File: config.mk
export PLATFORM = sky130hd
export DESIGN_NAME = game_controller
export DESIGN_NICKNAME = d
export VERILOG_FILES = /design/src/rtl/game_pkg.sv /design/src/rtl/turn_timer.sv /design/src/rtl/game_controller.sv
export SDC_FILE = /design/constraint.sdc
export NUM_CORES = 1
export LEC_CHECK = 0
export ABC_AREA = 1
export BUFFER_PORTS_ARGS = -buffer_cell sky130_fd_sc_hd__buf_2
export CAP_MARGIN = 30
export CORE_MARGIN = 8
export CORE_UTILIZATION = 50
export CTS_BUF_LIST = sky130_fd_sc_hd__clkbuf_2 sky130_fd_sc_hd__clkbuf_4 sky130_fd_sc_hd__clkbuf_8
export DETAILED_ROUTE_END_ITERATION = 10
export PLACE_DENSITY = 0.67
export SLEW_MARGIN = 10
export SYNTH_ARGS = -nofsm -noshare
export SYNTH_HDL_FRONTEND = slang
export SYNTH_SLANG_ARGS = --single-unit
File: constraint.sdc
create_clock -name clk -period 4.1 [get_ports clk]
set_input_delay 0.82 -clock clk [delete_from_list [all_inputs] [get_ports clk]]
set_output_delay 0.82 -clock clk [all_outputs]
set_load 0.01 [all_outputs]
File: src/rtl/game_pkg.sv
// Shared types and helpers for the memory-game controller.
// State codes and player-count decode.
package game_pkg;

  localparam int TIMER_W = 32;

  typedef enum logic [2:0] {
    S_IDLE      = 3'd0,
    S_WAIT_FLIP = 3'd1,
    S_COMPARE   = 3'd2,
    S_EVAL      = 3'd3,
    S_HOLD      = 3'd4,
    S_MOVE      = 3'd5,
    S_NEXT      = 3'd6,
    S_OVER      = 3'd7
  } state_t;

  function automatic logic [2:0] num_players(
    input logic [1:0] n
  );
    logic [2:0] p;
    if (n == 2'd0) p = 3'd2;
    else           p = {1'b0, n} + 3'd1;
    return p;
  endfunction

  function automatic logic [1:0] next_player(
    input logic [1:0] cur,
    input logic [1:0] n
  );
    logic [2:0] inc;
    logic [1:0] res;
    inc = {1'b0, cur} + 3'd1;
    if (inc >= num_players(n)) res = 2'd0;
    else                       res = inc[1:0];
    return res;
  endfunction

endpackage

File: src/rtl/turn_timer.sv
// Loadable 32-bit down-counter with zero flag.
// Holds at zero rather than wrapping.
module turn_timer
  import game_pkg::*;
(
  input  logic               clk,
  input  logic               rst,
  input  logic               load,
  input  logic               enable,
  input  logic [TIMER_W-1:0] load_value,
  output logic [TIMER_W-1:0] value,
  output logic               zero
);

  logic [TIMER_W-1:0] cnt;

  // load wins over count; count stops at zero
  always_ff @(posedge clk or negedge rst) begin
    if (!rst) begin
      cnt <= '0;
    end else if (load) begin
      cnt <= load_value;
    end else if (enable && (cnt != '0)) begin
      cnt <= cnt - 1'b1;
    end
  end

  assign value = cnt;
  assign zero  = (cnt == '0);

endmodule

File: src/rtl/game_controller.sv
// Turn-sequencing FSM for the memory game.
// Strobes A/B/next_turn drive the external datapath.
module game_controller
  import game_pkg::*;
#(
  parameter int REVEAL_CYCLES = 25000000,
  parameter int TURN_TIMEOUT  = 500000000
) (
  input  logic       clk,
  input  logic       rst,
  input  logic       start,
  input  logic       flip,
  input  logic [3:0] card_sel,
  input  logic [1:0] N,
  input  logic       go,
  input  logic       W,
  output logic       A,
  output logic       B,
  output logic       statecombo_next_turn,
  output logic [3:0] position_data,
  output logic [1:0] cur_player,
  output logic       reveal,
  output logic       game_over,
  output logic [1:0] winner,
  output logic [2:0] state
);

  localparam logic [TIMER_W-1:0] REV_LOAD =
    TIMER_W'(REVEAL_CYCLES - 1);
  localparam logic [TIMER_W-1:0] TURN_LOAD =
    TIMER_W'(TURN_TIMEOUT);

  state_t st, nxt;

  logic match;
  logic turn_ld, turn_en, turn_zero;
  logic rev_ld, rev_en, rev_zero;
  logic lat_pos, clr_player, adv_player;
  logic lat_match, lat_winner;
  logic [TIMER_W-1:0] turn_val, rev_val;
  logic unused_timer_bits;

  assign unused_timer_bits = ^{turn_val, rev_val};

  turn_timer u_turn (
    .clk        (clk),
    .rst        (rst),
    .load       (turn_ld),
    .enable     (turn_en),
    .load_value (TURN_LOAD),
    .value      (turn_val),
    .zero       (turn_zero)
  );

  turn_timer u_reveal (
    .clk        (clk),
    .rst        (rst),
    .load       (rev_ld),
    .enable     (rev_en),
    .load_value (REV_LOAD),
    .value      (rev_val),
    .zero       (rev_zero)
  );

  // state register
  always_ff @(posedge clk or negedge rst) begin
    if (!rst) st <= S_IDLE;
    else      st <= nxt;
  end

  // next state, strobes and datapath enables
  always_comb begin
    nxt                  = st;
    A                    = 1'b0;
    B                    = 1'b0;
    statecombo_next_turn = 1'b0;
    reveal               = 1'b0;
    turn_ld              = 1'b0;
    turn_en              = 1'b0;
    rev_ld               = 1'b0;
    rev_en               = 1'b0;
    lat_pos              = 1'b0;
    clr_player           = 1'b0;
    adv_player           = 1'b0;
    lat_match            = 1'b0;
    lat_winner           = 1'b0;
    unique case (st)
      S_IDLE, S_OVER: begin
        if (start) begin
          clr_player = 1'b1;
          turn_ld    = 1'b1;
          nxt        = S_WAIT_FLIP;
        end
      end
      S_WAIT_FLIP: begin
        if (flip) begin
          lat_pos = 1'b1;
          nxt     = S_COMPARE;
        end else if (turn_zero) begin
          nxt = S_NEXT;
        end else begin
          turn_en = 1'b1;
        end
      end
      S_COMPARE: begin
        A      = 1'b1;
        reveal = 1'b1;
        nxt    = S_EVAL;
      end
      S_EVAL: begin
        reveal    = 1'b1;
        lat_match = 1'b1;
        rev_ld    = 1'b1;
        nxt       = S_HOLD;
      end
      S_HOLD: begin
        reveal = 1'b1;
        if (rev_zero) nxt = match ? S_MOVE : S_NEXT;
        else          rev_en = 1'b1;
      end
      S_MOVE: begin
        B = 1'b1;
        if (W) begin
          lat_winner = 1'b1;
          nxt        = S_OVER;
        end else begin
          turn_ld = 1'b1;
          nxt     = S_WAIT_FLIP;
        end
      end
      S_NEXT: begin
        statecombo_next_turn = 1'b1;
        adv_player           = 1'b1;
        turn_ld              = 1'b1;
        nxt                  = S_WAIT_FLIP;
      end
      default: nxt = S_IDLE;
    endcase
  end

  // game datapath registers
  always_ff @(posedge clk or negedge rst) begin
    if (!rst) begin
      position_data <= '0;
      cur_player    <= '0;
      winner        <= '0;
      match         <= 1'b0;
    end else begin
      if (lat_pos)    position_data <= card_sel;
      if (lat_match)  match         <= go;
      if (lat_winner) winner        <= cur_player;
      if (clr_player) cur_player    <= '0;
      else if (adv_player)
        cur_player <= next_player(cur_player, N);
    end
  end

  assign game_over = (st == S_OVER);
  assign state     = st;

endmodule
==> results of run 1 <==
-- registers in the layout (all words and copies together), names as in the netlist --
name / flops
cur_player: 2
winner: 2
match: 1
state: 3
position_data: 4
u_reveal.value: 32
u_turn.value: 32
-- worst min path at each step --
| stage | start | to | slack [ns] | depth (start not counted) |
|---|---|---|---|---|
| floorplan | u_reveal.value[0]$_DFFE_PN0P_ | u_reveal.value[0]$_DFFE_PN0P_ | 0.47 | 2 |
| global placement | winner[1]$_DFFE_PN0P_ | winner[1]$_DFFE_PN0P_ | 0.47 | 2 |
| detailed placement | winner[0]$_DFFE_PN0P_ | winner[0]$_DFFE_PN0P_ | 0.49 | 2 |
| CTS | rst | cur_player[1]$_DFFE_PN0P_ | 0.36 | 1 |
| global route | rst | cur_player[0]$_DFFE_PN0P_ | 0.38 | 1 |
| finish | rst | cur_player[1]$_DFFE_PN0P_ | 0.37 | 1 |
-- worst reg2reg max path, delay by kind of cell (launching register included) --
family	cells	cell delay (ns)
and+or+nand+nor	6	1.71
DFF	1	0.46
AOI/OAI and AO/OA	2	0.21
-- cells by family (layout without fill, tap and decap cells) --
logic type | Yosys count | after routing
xor gates and xnor gates | 18 | 18
and+or+nand+nor | 504 | 504
muxes | 4 | 4
DFF | 76 | 76
AOI/OAI and AO/OA | 64 | 64
buffers and inverters | 80 | 108
adders and majority gates | 6 | 6
-- through the flow --
stage               worst slack (ns)  util [%]  cell area (sq um)
floorplan                       1.92         -               5060
global placement                1.47      53.6               5270
finish                          1.39      55.9               5490
global route                    1.19      55.9               5490
detailed placement              1.44      53.9               5300
CTS                             1.37      55.9               5490
-- synthesized netlist by cell type, types with 2 or more instances --
cell and count:
a21oi_1 2, nand3b_1 5, inv_1 60, inv_2 3, o21ai_1 21, ha_1 6, buf_2 11, o21bai_1 13
mux2_2 4, nor2_4 5, nor2_2 6, nand3_1 65, nand2_1 254, or2_2 2, nor2_1 127, buf_4 2
xor2_1 9, nand2_2 4, o21ai_4 2, nand4_1 32, o21ai_0 25, and2_1 2, dfrtp_1 76, xnor2_1 9
-- report_power, final --
group / switching, W / internal (W)
sequential: 0.000297 / 0.00101
combinational: 0.00154 / 0.000709
clock: 0.000287 / 0.000285
total: 0.00212 / 0.00201
-- area by class of cell --
| cell class | instances | share of cell area [%] |
|---|---|---|
| clock buffer | 13 | 3.26 |
| clock inverter | 3 | 0.342 |
| inverter | 63 | 4.31 |
| multi-input combinational | 596 | 51.3 |
| sequential | 76 | 34.6 |
| tap | 133 | 3.03 |
| timing repair buffer | 29 | 3.14 |
-- per-layer routing --
layer  part of all wire [%]  GRT usage, %
met5                      0             0
met4                   0.88          5.55
met3                    5.5          4.81
met2                     45          31.4
met1                     49          28.5
==> metrics, run 1 <==
Fin. Hold Viols=0; Initial Util=~50%; vias in the first global route=approximately 4600; unrepaired setup endpoints after global routing=no; reg2reg end=u_turn.value[18]$_DFFE_PN0P_; count of different cell masters after synthesis=31; final setup fails=0; CTS tree=built; synthesized flop and latch total=76; mux share of post-synthesis cell area=0.890%; fin crit share=66.1%; via count=4832; Net Count, Synth=770; Area Growth Syn to Fin=8.56%; share of cells above drive strength 1=under 10%; sequential share of the synthesized area=37.6%; largest family of logic cells by synthesized area=simple AND/OR/NAND/NOR gates; Global Route Usage Sum=20.5%; CP max-delay cell=nand2_1; Tot Pwr=~0.0041 W; most frequent cells in the layout=nand2_1, nor2_1, dfrtp_1; drt pass-1 iters=6; Synth area leaders=dfrtp_1, nand2_1, nor2_1; Clock Tree Buf Depth=2; measured slew at the worst slew-check pin=0.831 ns; Synth Area in Adders=roughly 1.5%; Post-Syn Area=0.00506 sq mm; initial drt markers=468; DRC viols=0; fmax=369 MHz; worst path cell trace=nand2_1 > inv_1 > nand2_1 > nand3_1 > buf_2; Warnings, synthesis=0; wire per inst=14.0 um; critical path data arrival time=1.89 ns; setup TNS=0 ns; CP peak stage delay=0.53 ns; core area=0.00982 sq mm; Setup Skew=0.0163 ns; multi-input combinational cell area=0.00282 sq mm; DIE HEIGHT=117 um; R2R setup slack=1.57 ns; startpoint types=register; Post-CTS Setup Inserts=0; syn avg cell area=6.73 sq um; # nets final=between 700 and 800; initial antenna violation count=0; Crit path top cell by count=nand2_1; Max-cap violations=0; Synth Flop Type=dfrtp_1; CP Class=register to output port; # resized after CTS=0; die area=0.0136 sq mm; Post-synth EDFFs=0; Synth area leader=dfrtp_1; worst hold path type=input pin to asynchronous set/reset pin; Setup crit end=reveal; I/O pin cnt=28; CTS root buf=clkbuf_8; Worst Setup End Kind=output port; FF/Latch Area=0.00190 sq mm; WP depth=5; maximum vdd drop=0.000426 V; Cell Pwr Density=752 mW/mm^2; worst path buffer plus inverter count=2; most common cell after layout, fill and taps aside=nand2_1; RePlAce Congestion=0.904; outcome=complete, no violations; gr ovfl total=0; Num CTS Buffers=9; Slew Limit Fails=0; Async SR Flop Fraction=100%; post-synth top area share=roughly 38%; final WL=12800 um; CP Max Fanout=17; latest clock arrival within the worst-skew pair=0.37 ns; Final ANT Viol Nets=0; relative slew slack=44.4%; Non-Filler Instances=913; hold-fix buffer count after cts=0; n_diodes=0; post-synthesis xor/xnor area fraction=a little over 3%; cell family with most CP delay=simple AND/OR/NAND/NOR gates; clk slew on worst S/H paths=0.08 ns; Site Rows=36; Compound-Gate Fraction of Synth Area=7.44%; crit path launch=state[0]$_DFFE_PN0P_; first-pass GRT wire length=22000 um; Post-Synth Simple-Gate Area=42.8%; Inst Count DP=around 900; CTS sink cnt=76; Fillers=968; width of the die=117 um; worst r2r src=state[0]$_DFFE_PN0P_; drt via density=~5.3; R2R depth=8; cells after synthesis=752; Pleak=2.79 nW; worst hold slack=0.367 ns; largest net degree at the start of global routing=51; minimum clock period=2.71 ns; Post-DP HPWL=9580 um; required time worst endpoint=3.28 ns; Port Buffer Count=27; CTS H-Tree Depth=3
Power figures use the tool's default switching activity.
==> run 2, diff against run 1 <==
--- a/config.mk
+++ b/config.mk
@@ -12,7 +12,7 @@
 export CORE_UTILIZATION = 50
 export CTS_BUF_LIST = sky130_fd_sc_hd__clkbuf_2 sky130_fd_sc_hd__clkbuf_4 sky130_fd_sc_hd__clkbuf_8
 export DETAILED_ROUTE_END_ITERATION = 10
-export PLACE_DENSITY = 0.67
+export PLACE_DENSITY = 0.7
 export SLEW_MARGIN = 10
 export SYNTH_ARGS = -nofsm -noshare
 export SYNTH_HDL_FRONTEND = slang
==> constraint.sdc (replaced) <==
create_clock -name clk -period 2.2 [get_ports clk]
set_input_delay 0.44 -clock clk [delete_from_list [all_inputs] [get_ports clk]]
set_output_delay 0.44 -clock clk [all_outputs]
set_load 0.01 [all_outputs]
==> metrics, run 2 (same netlist as run 1, synthesis figures left out) <==
core area=0.00982 sq mm (unchanged); CP peak stage delay=0.38 ns (-0.15 ns); Max-cap violations=0 (unchanged); CP max-delay cell=dfrtp_1; Site Rows=36 (unchanged); Top Layer Used=met4; critical path data arrival time=2.25 ns (+0.36 ns); CTS tree=built; unrepaired setup endpoints after global routing=no; Post-CTS Setup Inserts=0 (unchanged); required time worst endpoint=2.45 ns (-0.83 ns); gr ovfl total=0 (unchanged); latest clock arrival within the worst-skew pair=0.36 ns (about the same); cell family with most CP delay=simple AND/OR/NAND/NOR gates; worst path cell trace=inv_1 > ha_1 > nand2_1 > nor2_4 > nand2_2 > o21ai_4 > nand2_2 > o21ai_0 > nand2_1; Setup Skew=0.0102 ns (-0.00611 ns); Clock Tree Buf Depth=2 (unchanged); metal1 wirelength=5880 um (-6.4%); worst hold path type=input pin to register; share of cells above drive strength 1=10.6% (+1.4 points); CP Class=register to register; I/O pin cnt=28 (unchanged); initial antenna violation count=0 (unchanged); most common cell after layout, fill and taps aside=nand2_1; relative slew slack=63.3% (+19 points); Fillers=966 (-0.21%); CTS H-Tree Depth=3 (unchanged); maximum vdd drop=0.000894 V (+110%); Post-Place Worst Slack=0.210 ns (-1.23 ns); minimum clock period=2.00 ns; fmax=between 400 and 500 MHz; Tot Pwr=0.00814 W (+97%); final setup fails=0 (unchanged); RePlAce Congestion=0.927 (+2.6%); CTS root buf=clkbuf_8; routed wl met2=6510 um (+14%); n_diodes=0 (unchanged); width of the die=117 um (unchanged); Area Growth Syn to Fin=11.3%; Initial Util=51.5% (unchanged); first-pass GRT wire length=22400 um (+1.8%); setup TNS=0 ns (unchanged); CP Max Fanout=23 (+6); Post-DP HPWL=9850 um (+2.8%); die area=0.0136 sq mm (unchanged); fin crit share=91.0%; Num CTS Buffers=9 (unchanged); Slew Limit Fails=0 (unchanged); via count=4898 (+1.4%); DRC viols=0 (unchanged); measured slew at the worst slew-check pin=0.549 ns (-0.282 ns); vias in the first global route=4813 (+4.8%); DIE HEIGHT=117 um (unchanged); Port Buffer Count=27 (unchanged); worst path buffer plus inverter count=1 (-1); WL met3=536 um (-24%); Pleak=2.87 nW (+3.0%); drt via density=5.29 (about the same); final WL=13200 um (+2.9%); drt pass-1 iters=5 (-1); most frequent cells in the layout=nand2_1, nor2_1, dfrtp_1; Fin. Hold Viols=0 (unchanged); initial drt markers=337 (-28%); CTS sink cnt=76 (unchanged); worst hold slack=0.291 ns (-0.0756 ns); clk slew on worst S/H paths=0.08 ns (about the same); fin worst setup slack=0.199 ns (-1.19 ns); Final Core Density=57.4% (+1.4 points); Worst Setup End Kind=register; startpoint types=register; Cell Pwr Density=1440 mW/mm^2 (+92%); # nets final=807 (+1.8%); Final ANT Viol Nets=0 (unchanged); Global Route Usage Sum=20.8% (+0.27 points); wire per inst=14.3 um (+1.5%); outcome=complete, no violations; hold-fix buffer count after cts=1 (+1); largest net degree at the start of global routing=55 (+7.8%); # resized after CTS=0 (unchanged)
-- run 2: changes by cell type in the layout (fill, tap and decap cells not counted), sizes merged --
cell and change:
buf +13, bufinv +3, clkbuf -3, clkinv -1, dlygate4sd3 +1
-- run 2: layout make-up --
class	count	area [sq um]	share of cell area, %
clock buffers	10	138	2.44
clock inverters	5	100	1.78
inverters	63	236	4.20
multi-input cells	596	2820	50.0
flip-flops and latches	76	1900	33.8
well taps	133	166	2.95
repair buffers	43	273	4.84
-- run 2: metrics by stage --
stage               cell area, sq um  std cells
floorplan                       5060        752
global placement                5390        910
detailed placement              5390        910
CTS                             5630        926
global route                    5630        926
finish                          5630        926
-- run 2: worst min-delay path, delay by kind of cell --
family                 cells  cell delay, ns
AO/OA/AOI/OAI              1            0.06
buffers and inverters      1            0.08
AND/OR/NAND/NOR            1            0.04
-- run 2: report_power, final --
group	switching (W)	leakage [nW]	internal [W]
clock	0.000534	0.122	0.000775
combinational	0.00291	1.76	0.00147
sequential	0.000561	0.984	0.00189
-- run 2: path summary, 6_finish.rpt --
| path | slack [ns] | end | start | depth (start not counted) |
|---|---|---|---|---|
| setup / recovery | 0.20 | u_reveal.value[16]$_DFFE_PN0P_ | u_reveal.value[0]$_DFFE_PN0P_ | 9 |
| hold / removal | 0.29 | match$_DFFE_PN0P_ | go | 3 |
| setup reg to reg | 0.20 | u_reveal.value[16]$_DFFE_PN0P_ | u_reveal.value[0]$_DFFE_PN0P_ | 9 |
| hold reg to reg | 0.50 | winner[0]$_DFFE_PN0P_ | winner[0]$_DFFE_PN0P_ | 2 |
| max in group asynchronous | 1.07 | u_turn.value[12]$_DFFE_PN0P_ | rst | 3 |
| min in group asynchronous | 0.52 | u_turn.value[20]$_DFFE_PN0P_ | rst | 2 |
-- run 2: per-layer routing --
| metal | vias up | track usage (%) |
|---|---|---|
| li1 | 2488 | - |
| met1 | 2277 | 24.8 |
| met2 | 111 | 36.7 |
| met3 | 22 | 2.48 |
| met4 | 0 | 9.73 |
| met5 | - | 0 |
